<file path="config.mk">
export PLATFORM = sky130hd
export DESIGN_NAME = cix32_mem_bridge
export DESIGN_NICKNAME = d
export VERILOG_FILES = /design/src/rtl/cix32_mem_bridge.sv
export SDC_FILE = /design/constraint.sdc
export NUM_CORES = 1
export LEC_CHECK = 0
export ABC_AREA = 1
export CORE_UTILIZATION = 40
export DETAILED_ROUTE_END_ITERATION = 8
export PLACE_DENSITY = 0.74
export SLEW_MARGIN = 25
export SYNTH_ARGS = -nofsm -noshare
export SYNTH_HDL_FRONTEND = slang
export SYNTH_SLANG_ARGS = --single-unit
</file>
<file path="constraint.sdc">
create_clock -name clk -period 4.65 [get_ports clk]
set_input_delay 0.93 -clock clk [delete_from_list [all_inputs] [get_ports clk]]
set_output_delay 0.93 -clock clk [all_outputs]
set_load 0.03 [all_outputs]
</file>
<file path="src/rtl/cix32_mem_bridge.sv">
// -----------------------------------------------------------------------------
// cix32_mem_bridge
//
// Converts 32-bit little-endian word requests from the cix32_processor memory
// port into sequential byte cycles on an asynchronous byte-wide SRAM. Each byte
// slot lasts WAIT_CYCLES+1 clocks. Writes visit only enabled bytes (lowest
// first). Requests with both strobes set, or with an address above the SRAM,
// are rejected without touching the SRAM.
//
// Ports:
//   clk, rst_n            clock, asynchronous active-low reset
//   cpu_addr[31:0]        byte address of the word access (any alignment)
//   cpu_wdata[31:0]       write data, byte k = bits [8k+7:8k]
//   cpu_be[3:0]           write byte enables (ignored on reads)
//   cpu_re, cpu_we        read / write request, held until cpu_ready
//   cpu_rdata[31:0]       assembled read word, valid while cpu_ready=1
//   cpu_ready             one-cycle completion pulse
//   cpu_fault             qualifies cpu_ready: request rejected
//   sram_addr[ADDR_W-1:0] SRAM byte address
//   sram_wdata[7:0]       SRAM write byte
//   sram_rdata[7:0]       SRAM read byte (asynchronous)
//   sram_oe, sram_we      SRAM output enable / write strobe
//   busy                  high whenever the bridge is not idle
// -----------------------------------------------------------------------------
module cix32_mem_bridge #(
   parameter int ADDR_W      = 12,
   parameter int WAIT_CYCLES = 1
) (
   input  logic              clk,
   input  logic              rst_n,
   input  logic [31:0]       cpu_addr,
   input  logic [31:0]       cpu_wdata,
   input  logic [3:0]        cpu_be,
   input  logic              cpu_re,
   input  logic              cpu_we,
   output logic [31:0]       cpu_rdata,
   output logic              cpu_ready,
   output logic              cpu_fault,
   output logic [ADDR_W-1:0] sram_addr,
   output logic [7:0]        sram_wdata,
   input  logic [7:0]        sram_rdata,
   output logic              sram_oe,
   output logic              sram_we,
   output logic              busy
);

   localparam logic [1:0] ST_IDLE   = 2'd0;
   localparam logic [1:0] ST_ACCESS = 2'd1;
   localparam logic [1:0] ST_DONE   = 2'd2;

   localparam logic [3:0] WAIT_LAST = 4'(WAIT_CYCLES);

   // Lowest set bit of a byte mask; bit 2 of the result flags an empty mask.
   function automatic logic [2:0] first_set(input logic [3:0] m);
      logic [2:0] r;
      casez (m)
         4'b???1: r = 3'b000;
         4'b??10: r = 3'b001;
         4'b?100: r = 3'b010;
         4'b1000: r = 3'b011;
         default: r = 3'b100;
      endcase
      return r;
   endfunction

   // Mask of byte lanes strictly above lane k.
   function automatic logic [3:0] lanes_above(input logic [1:0] k);
      logic [3:0] r;
      case (k)
         2'd0:    r = 4'b1110;
         2'd1:    r = 4'b1100;
         2'd2:    r = 4'b1000;
         default: r = 4'b0000;
      endcase
      return r;
   endfunction

   // Byte lane k of a 32-bit word.
   function automatic logic [7:0] byte_of(input logic [31:0] w, input logic [1:0] k);
      logic [7:0] r;
      case (k)
         2'd0:    r = w[7:0];
         2'd1:    r = w[15:8];
         2'd2:    r = w[23:16];
         default: r = w[31:24];
      endcase
      return r;
   endfunction

   logic [1:0]        state_r;
   logic [ADDR_W-1:0] base_r;
   logic [31:0]       wdata_r;
   logic [3:0]        be_r;      // lanes still to visit; all four on reads
   logic [1:0]        idx_r;
   logic [3:0]        wait_r;
   logic              is_read_r;
   logic              fault_r;

   logic              req_fault_s;
   logic [2:0]        first_s;
   logic [2:0]        next_s;

   // Request decode in IDLE and next-lane selection during ACCESS.
   always_comb begin
      req_fault_s = (cpu_re & cpu_we) |
                    ((cpu_re | cpu_we) & ((cpu_addr >> ADDR_W) != 32'd0));
      first_s     = first_set(cpu_be);
      next_s      = first_set(be_r & lanes_above(idx_r));
   end

   // Transaction FSM, operand latches and every registered output.
   always_ff @(posedge clk or negedge rst_n) begin
      if (!rst_n) begin
         state_r    <= ST_IDLE;
         base_r     <= '0;
         wdata_r    <= 32'd0;
         be_r       <= 4'd0;
         idx_r      <= 2'd0;
         wait_r     <= 4'd0;
         is_read_r  <= 1'b0;
         fault_r    <= 1'b0;
         cpu_rdata  <= 32'd0;
         cpu_ready  <= 1'b0;
         cpu_fault  <= 1'b0;
         sram_addr  <= '0;
         sram_wdata <= 8'd0;
         sram_oe    <= 1'b0;
         sram_we    <= 1'b0;
         busy       <= 1'b0;
      end else begin
         case (state_r)
            ST_IDLE: begin
               wait_r <= 4'd0;
               if (req_fault_s) begin
                  fault_r <= 1'b1;
                  busy    <= 1'b1;
                  state_r <= ST_DONE;
               end else if (cpu_re) begin
                  fault_r   <= 1'b0;
                  is_read_r <= 1'b1;
                  base_r    <= cpu_addr[ADDR_W-1:0];
                  be_r      <= 4'b1111;
                  idx_r     <= 2'd0;
                  sram_addr <= cpu_addr[ADDR_W-1:0];
                  sram_oe   <= 1'b1;
                  busy      <= 1'b1;
                  state_r   <= ST_ACCESS;
               end else if (cpu_we) begin
                  fault_r   <= 1'b0;
                  is_read_r <= 1'b0;
                  busy      <= 1'b1;
                  if (first_s[2]) begin
                     // No lanes enabled: complete without an SRAM cycle.
                     state_r <= ST_DONE;
                  end else begin
                     base_r     <= cpu_addr[ADDR_W-1:0];
                     wdata_r    <= cpu_wdata;
                     be_r       <= cpu_be;
                     idx_r      <= first_s[1:0];
                     sram_addr  <= cpu_addr[ADDR_W-1:0] + ADDR_W'(first_s[1:0]);
                     sram_wdata <= byte_of(cpu_wdata, first_s[1:0]);
                     sram_we    <= 1'b1;
                     state_r    <= ST_ACCESS;
                  end
               end else begin
                  state_r <= ST_IDLE;
               end
            end

            ST_ACCESS: begin
               if (wait_r == WAIT_LAST) begin
                  wait_r <= 4'd0;
                  if (is_read_r) begin
                     cpu_rdata[{idx_r, 3'b000} +: 8] <= sram_rdata;
                  end else begin
                     cpu_rdata <= cpu_rdata;
                  end
                  if (next_s[2]) begin
                     sram_oe   <= 1'b0;
                     sram_we   <= 1'b0;
                     cpu_ready <= 1'b1;
                     cpu_fault <= 1'b0;
                     state_r   <= ST_DONE;
                  end else begin
                     // Same access type: strobe stays high across slots.
                     idx_r      <= next_s[1:0];
                     sram_addr  <= base_r + ADDR_W'(next_s[1:0]);
                     sram_wdata <= byte_of(wdata_r, next_s[1:0]);
                  end
               end else begin
                  wait_r <= wait_r + 4'd1;
               end
            end

            ST_DONE: begin
               // Rejected and empty requests reach DONE straight from IDLE and
               // raise cpu_ready one cycle later; DONE exits after the pulse.
               if (cpu_ready) begin
                  cpu_ready <= 1'b0;
                  cpu_fault <= 1'b0;
                  busy      <= 1'b0;
                  state_r   <= ST_IDLE;
               end else begin
                  cpu_ready <= 1'b1;
                  cpu_fault <= fault_r;
               end
            end

            default: begin
               sram_oe   <= 1'b0;
               sram_we   <= 1'b0;
               cpu_ready <= 1'b0;
               cpu_fault <= 1'b0;
               busy      <= 1'b0;
               state_r   <= ST_IDLE;
            end
         endcase
      end
   end

endmodule

</file>
==> results.tsv, run 1 <==
stage	metric	value	unit
timing	tns	0	ns
synth	ys_warn_count	0	
power	p_sw	0.00185	W
route	drtPass1Iterations	7	
power	p_seq_share	31.9	%
placed_design	place_hpwl	13000	um
synth	synth_edf_count	0	
floorplan	rows	46	
worst_setup_path	cp-start-kind	flop	
power	powerDensity	542	mW/mm^2
min_path	min_path_cells	2	
power	combPwrFrac	38.9	%
power	irDropWorstVdd	0.000351	V
timing	hold_violations	0	
power	power_frac_clock	29.2	%
final_layout	n_antenna_cell	0	
synth	yosysUniqueCellTypes	37	
worst_setup_path	crit_fanout	23	
synth	yosysTopAreaCell	dfrtp_1	
floorplan	die_area	0.0167	sq mm
worst_setup_path	critPathSlowestCell	dfrtp_1	
worst_setup_path	crit_path_end_kind	flop	
clocking	postCtsHoldBufs	0	
clocking	ctsHtreeMaxLevel	4	
final_layout	drive_above_1_share	6.25	%
placed_design	port_buffers	136	
clocking	cts_root_buffer	clkbuf_16	
global_route	track_usage	22.4	%
power	power.internal	0.00282	W
clocking	clock_latency	0.42	ns
job	max_cap_violations	0	
placed_design	place_inst	1208	
clocking	post_cts_resized	0	
route	wirelength	17600	um
floorplan	initial_core_util	40.9	%
clocking	clock_path_buffers	2	
synth	synth.area.top_cells	dfrtp_1 (44%), nand2_1 (15%), inv_1 (7.1%)	
worst_setup_path	worstPathRequired	5.01	ns
timing	rsz0062_at_grt	no	
floorplan	core_area	0.0158	sq mm
timing	relSlewSlack	40.6	%
synth	yosysMostFrequentCell	nand2_1	
worst_setup_path	crit_type	flop to flop	
timing	fin_skew	0.00658	ns
timing	fmax	252	MHz
worst_setup_path	crit_chain	inv_1 > ha_1 > nand2_1 > buf_4 > nand3_1 > nor2_2 > nor2_1 > inv_1 > ha_1 > inv_1 > fa_1 > nor2_1 > inv_1 > nor2_1 > nand3b_1 > nand2_1 > nand3_1 > nand2_1 > nand2_1 > nand2_1	
worst_setup_path	cp_common_cell	nand2_1	
timing	drv_slew	0	
timing	period_needed	3.97	ns
timing	final.setup.worst_slack	0.678	ns
worst_setup_path	critPathMaxStageDelay	0.78	ns
worst_setup_path	path_depth	20	
clocking	numCtsBuffers	17	
synth	synthesis.area	0.00647	sq mm
timing	hold_slack	0.470	ns
route	via_count	6287	
min_path	hp-class	flop to flop	
global_route	grt_pass1_vias	5882	
timing	fin_crit_sh	85.4	%
timing	setup_viol	0	
clocking	cts_tree	yes	
power	leakage	4.09	nW
timing	tightest_slew	0.892	ns
synth	async_flop_share	100	%
synth	ys_seq_area_share	44.1	%
synth	yosys_most_used_dff	dfrtp_1	
clocking	cts.clk_slew.worst_paths	0.06	ns
route	drc_errors	0	
worst_setup_path	crit_family	simple AND/OR/NAND/NOR gates	
placed_design	place.gp.congestion	0.942	
synth	ys_seq_elements	114	
worst_setup_path	crit_arrival	4.33	ns
global_route	antenna_found_initial	0	
clocking	clock_sinks	114	
route	ant_nets	0	
route	drt_iter0_markers	535	
final_layout	finalNetCount	1108	
final_layout	final_cells	1240	
synth	synth_nets	976	
final_layout	nFillCells	1487	
global_route	grt_overflow	0	
floorplan	die_y	129	um
placed_design	dpl_cell_area	0.00799	sq mm
synth	ys_top_cells_by_count	nand2_1 (256), inv_1 (122), dfrtp_1 (114), nor2_1 (70), o21ai_0 (70)	
worst_setup_path	reg2regPathDepth	20	
placed_design	pre_cts_ws	0.701	ns
synth	synth_top_area_share	44.1	%
worst_setup_path	crit_buf_inv	5	
floorplan	die_w	129	um
final_layout	final_area	0.00861	sq mm
final_layout	syn_to_final_growth	33.0	%
synth	synth.avg_cell_area	7.37	sq um
clocking	cts_setup_buffers	0	
route	avgViaCountPerCell	5.07	
route	wire_per_inst	14.2	um
power	switching_share	39.6	%
outcome	status	completed	
global_route	grt_start_max_net_pins	68	
synth	syn_inst	879	
global_route	grt_pass1_wl	29100	um
floorplan	boundaryPins	137	
## through the flow
| stage | utilization (%) | total power (W) |
|---|---|---|
| 6_report | 54.4 | 0.00467 |
| 5_1_grt | 54.4 | 0.00497 |
| 4_1_cts | 54.4 | 0.00469 |
| 3_5_place_dp | 50.5 | 0.00330 |
| 3_3_place_gp | 50.5 | 0.00325 |
| 2_1_floorplan | - | 0.00269 |
## worst reg2reg max path: cells and delay by family, from the launching register on
kind / cells / cell delay (ns)
and+or+nand+nor: 12 / 1.61
DFF: 1 / 0.78
adders and majority gates: 3 / 0.94
buffers and inverters: 5 / 0.60
## cell usage in the layout, fill, tap and decap left out, types with 4 or more instances in the layout
cell type	Yosys	final
o21ai_1	46	46
nor2_2	12	12
o22ai_1	5	5
clkdlybuf4s50_1	0	135
nand2_1	256	256
nand3_1	60	60
clkbuf_16	0	17
buf_4	5	5
a21oi_1	9	9
clkbuf_8	0	5
nor2_4	5	5
ha_1	15	15
nand4_1	29	29
dfrtp_1	114	114
o31ai_1	9	9
o21ai_0	70	70
inv_1	122	122
clkinv_2	0	4
nor2_1	70	70
## logic make-up (layout without fill, tap and decap cells)
logic type | after synthesis | in the layout | share of synthesized area (%)
AND/OR/NAND/NOR | 442 | 442 | 29.9
buffers and inverters | 154 | 299 | 9.60
AO/OA/AOI/OAI | 146 | 146 | 12.1
flip-flops | 114 | 114 | 44.1
adder cells (fa/ha/maj) | 17 | 17 | 3.52
XOR/XNOR | 5 | 5 | 0.676
multiplexers | 1 | 1 | 0.155
## state kept, by name (all words and copies together) (netlist names), 2 cells and up
| register | cells |
|---|---|
| sram_wdata | 8 |
| wait_r | 4 |
| state_r | 2 |
| base_r | 12 |
| sram_addr | 12 |
| be_r | 3 |
| idx_r | 2 |
| cpu_rdata | 32 |
| wdata_r | 32 |
## area by class of cell
class	instances	area, sq um	share of cell area, %
tap	216	270	3.14
timing repair buffer	140	1390	16.1
clock buffer	23	498	5.78
multi-input combinational	611	3000	34.8
clock inverter	9	126	1.47
sequential	114	2850	33.1
inverter	127	477	5.53
## power groups by stage
stage,registers [W],logic (W),clock network (W)
after global routing,0.00152,0.00203,0.00142
final,0.00149,0.00182,0.00136
after CTS,0.00149,0.00182,0.00138
after global placement,0.00149,0.00176,0
after floorplan,0.00163,0.00106,0
after detailed placement,0.00149,0.00180,0
## worst paths after layout
path	from	slack [ns]	to
setup / recovery	idx_r[0]$_DFFE_PN0P_	0.68	sram_addr[10]$_DFFE_PN0P_
hold / removal	sram_addr[0]$_DFFE_PN0P_	0.47	sram_addr[0]$_DFFE_PN0P_
setup reg to reg	idx_r[0]$_DFFE_PN0P_	0.68	sram_addr[10]$_DFFE_PN0P_
hold reg to reg	sram_addr[0]$_DFFE_PN0P_	0.47	sram_addr[0]$_DFFE_PN0P_
max in group asynchronous	rst_n	3.16	cpu_rdata[19]$_DFFE_PN0P_
min in group asynchronous	rst_n	0.61	cpu_rdata[0]$_DFFE_PN0P_
## metal layers
metal	GRT usage, %	wire length (um)	up-vias
li1	-	-	3093
met1	29.9	7750	2949
met2	36.8	8480	222
met3	3.72	1100	23
met4	8.10	267	0
met5	0	0	-
Note: power is estimated with default switching activity, not from simulation.
==> run 2, diff against run 1 <==
==> constraint.sdc (replaced) <==
create_clock -name clk -period 4.1 [get_ports clk]
set_input_delay 0.82 -clock clk [delete_from_list [all_inputs] [get_ports clk]]
set_output_delay 0.82 -clock clk [all_outputs]
set_load 0.03 [all_outputs]
==> run 2 against run 1 <==
Cell count about the same. Clock power increased by 12%. Clock skew increased by 0.00055 ns. Die area unchanged. Maximum frequency increased by 22%. Wire length decreased by 1.0%. Total power increased by 13%. Critical path depth decreased by 1. Global-route usage decreased by 0.60 points. Largest power group unchanged.
==> results.tsv, run 2 (synthesized netlist as in run 1, its figures left out) <==
stage	metric	value	unit	change
clocking	postCtsHoldBufs	0		unchanged
final_layout	finalNetCount	1109		+0.090%
clocking	clock_latency	0.42	ns	about the same
timing	fin_crit_sh	79.4	%	-6.0 points
clocking	clock_path_buffers	2		unchanged
clocking	post_cts_resized	0		unchanged
placed_design	place_hpwl	12800	um	-1.3%
power	p_seq_share	31.4	%	-0.5 points
global_route	grt_overflow	0		unchanged
placed_design	place.gp.congestion	0.884		-6.2%
worst_setup_path	crit_start	idx_r[1]$_DFFE_PN0P_		
route	wire_per_inst	14.0	um	-1.1%
power	irDropWorstVdd	0.000374	V	+6.6%
global_route	grt_pass1_vias	5750		-2.2%
timing	relSlewSlack	43.5	%	+3.0 points
clocking	cts_tree	yes		
timing	drv_slew	0		unchanged
worst_setup_path	critPathMaxStageDelay	0.39	ns	-0.39 ns
power	powerDensity	613	mW/mm^2	+13%
global_route	antenna_found_initial	0		unchanged
route	ant_nets	0		unchanged
timing	tightest_slew	0.846	ns	-0.0452 ns
floorplan	die_area	0.0167	sq mm	unchanged
global_route	grt_pass1_wl	28300	um	-2.7%
worst_setup_path	cp_common_cell	nand2_1		
outcome	status	completed		
final_layout	final_cell_mix	nand2_1 (256), clkdlybuf4s50_1 (135), inv_1 (122)		
floorplan	die_y	129	um	unchanged
final_layout	syn_to_final_growth	33.3	%	
clocking	ctsHtreeMaxLevel	4		unchanged
route	drtPass1Iterations	5		-2
worst_setup_path	critPathSlowestCell	nor2_2		
route	via_count	6189		-1.6%
power	p_sw	0.00209	W	+13%
route	avgViaCountPerCell	4.99		-1.6%
timing	fin_skew	0.00714	ns	+0.000555 ns
timing	hold_violations	0		unchanged
clocking	numCtsBuffers	17		unchanged
route	drt_iter0_markers	481		-10%
power	switching_share	39.5	%	about the same
timing	setup_viol	0		unchanged
min_path	hp-class	input port to async pin		
floorplan	core_area	0.0158	sq mm	unchanged
power	power.internal	0.00320	W	+13%
worst_setup_path	crit_arrival	3.62	ns	-0.71 ns
worst_setup_path	crit_type	flop to flop		
floorplan	rows	46		unchanged
worst_setup_path	cp-start-kind	flop		
power	leakage	4.09	nW	about the same
final_layout	n_antenna_cell	0		unchanged
timing	final.setup.worst_slack	0.844	ns	+0.166 ns
worst_setup_path	crit_fanout	12		-48%
power	power_frac_clock	29.0	%	-0.2 points
placed_design	pre_cts_ws	0.792	ns	+0.0911 ns
timing	rsz0062_at_grt	no		
timing	tns	0	ns	unchanged
worst_setup_path	crit_path_end_kind	flop		
worst_setup_path	r2r_slack	0.84	ns	+0.17 ns
final_layout	layout_commonest_cell	nand2_1		
route	drc_errors	0		unchanged
final_layout	largestRegisters	cpu_rdata: 32 flops, wdata_r: 32 flops		
global_route	track_usage	21.8	%	-0.60 points
worst_setup_path	worstReg2RegStart	idx_r[1]$_DFFE_PN0P_		
timing	period_needed	3.26	ns	-0.716 ns
clocking	clock_sinks	114		unchanged
floorplan	die_w	129	um	unchanged
worst_setup_path	crit_chain	inv_1 > ha_1 > nand2_1 > nand3_1 > nor2_2 > nor2_1 > inv_1 > ha_1 > inv_1 > fa_1 > nor2_1 > inv_1 > nor2_1 > nand3b_1 > nand2_1 > nand3_1 > nand2_1 > nand2_1 > nand2_1		
placed_design	port_buffers	136		unchanged
power	combPwrFrac	39.6	%	+0.7 points
clocking	cts.clk_slew.worst_paths	0.05	ns	about the same
clocking	cts_root_buffer	clkbuf_16		
global_route	grt_start_max_net_pins	74		+8.8%
final_layout	drive_above_1_share	6.24	%	about the same
clocking	cts_setup_buffers	0		unchanged
worst_setup_path	worstPathRequired	4.46	ns	-0.55 ns
route	wirelength	17400	um	-1.0%
floorplan	boundaryPins	137		unchanged
power	power	0.00529	W	+13%
timing	fmax	307	MHz	+22%
floorplan	initial_core_util	40.9	%	unchanged
job	max_cap_violations	0		unchanged
[run 2: critical path, delay by kind of cell (launching register included)]
kind          cells  cell delay [ns]
fa+ha+maj         3             0.87
simple gates     12             1.65
buf+inv           4             0.30
flops             1             0.38
[run 2: stage by stage]
stage | std cells | hold WS, ns | utilization (%) | cell area (sq um)
after floorplan | 879 | 0.452 | - | 6470
after global placement | 1209 | 0.459 | 50.6 | 8010
after detailed placement | 1209 | 0.464 | 50.6 | 8010
after CTS | 1241 | 0.477 | 54.5 | 8620
after global routing | 1241 | 0.477 | 54.5 | 8630
final | 1241 | 0.430 | 54.5 | 8630
[run 2: power by group through the flow]
stage / clock network, W / registers (W) / logic, W
6_report: 0.00153 / 0.00166 / 0.00210
4_1_cts: 0.00155 / 0.00166 / 0.00210
3_5_place_dp: 0 / 0.00166 / 0.00209
5_1_grt: 0.00160 / 0.00170 / 0.00233
3_3_place_gp: 0 / 0.00165 / 0.00205
2_1_floorplan: 0 / 0.00184 / 0.00121
[run 2: routing by layer]
layer | vias to the layer above | wire length, um | share of wire [%] | global-route usage (%)
met2 | 213 | 8140 | 47 | 35.7
met3 | 20 | 1010 | 5.8 | 3.92
met1 | 2850 | 8050 | 46 | 28.8
li1 | 3106 | - | - | -
met5 | - | 0 | 0 | 0
met4 | 0 | 231 | 1.3 | 8.30
[run 2: worst paths after layout]
kind,endpoint,cells after the start
worst max-delay path,sram_addr[10]$_DFFE_PN0P_,19
worst min-delay path,cpu_rdata[2]$_DFFE_PN0P_,1
worst max register to register,sram_addr[10]$_DFFE_PN0P_,19
worst min register to register,sram_addr[0]$_DFFE_PN0P_,2
max in group asynchronous,base_r[3]$_DFFE_PN0P_,2
min in group clk,sram_addr[0]$_DFFE_PN0P_,2
[run 2: final cells by class]
type | count | area, sq um
Inverter | 127 | 477
Clock inverter | 9 | 128
Clock buffer | 23 | 488
Tap cell | 216 | 270
Timing Repair Buffer | 141 | 1410
Fill cell | 1488 | 7200
Sequential cell | 114 | 2850
Multi-Input combinational cell | 611 | 3000
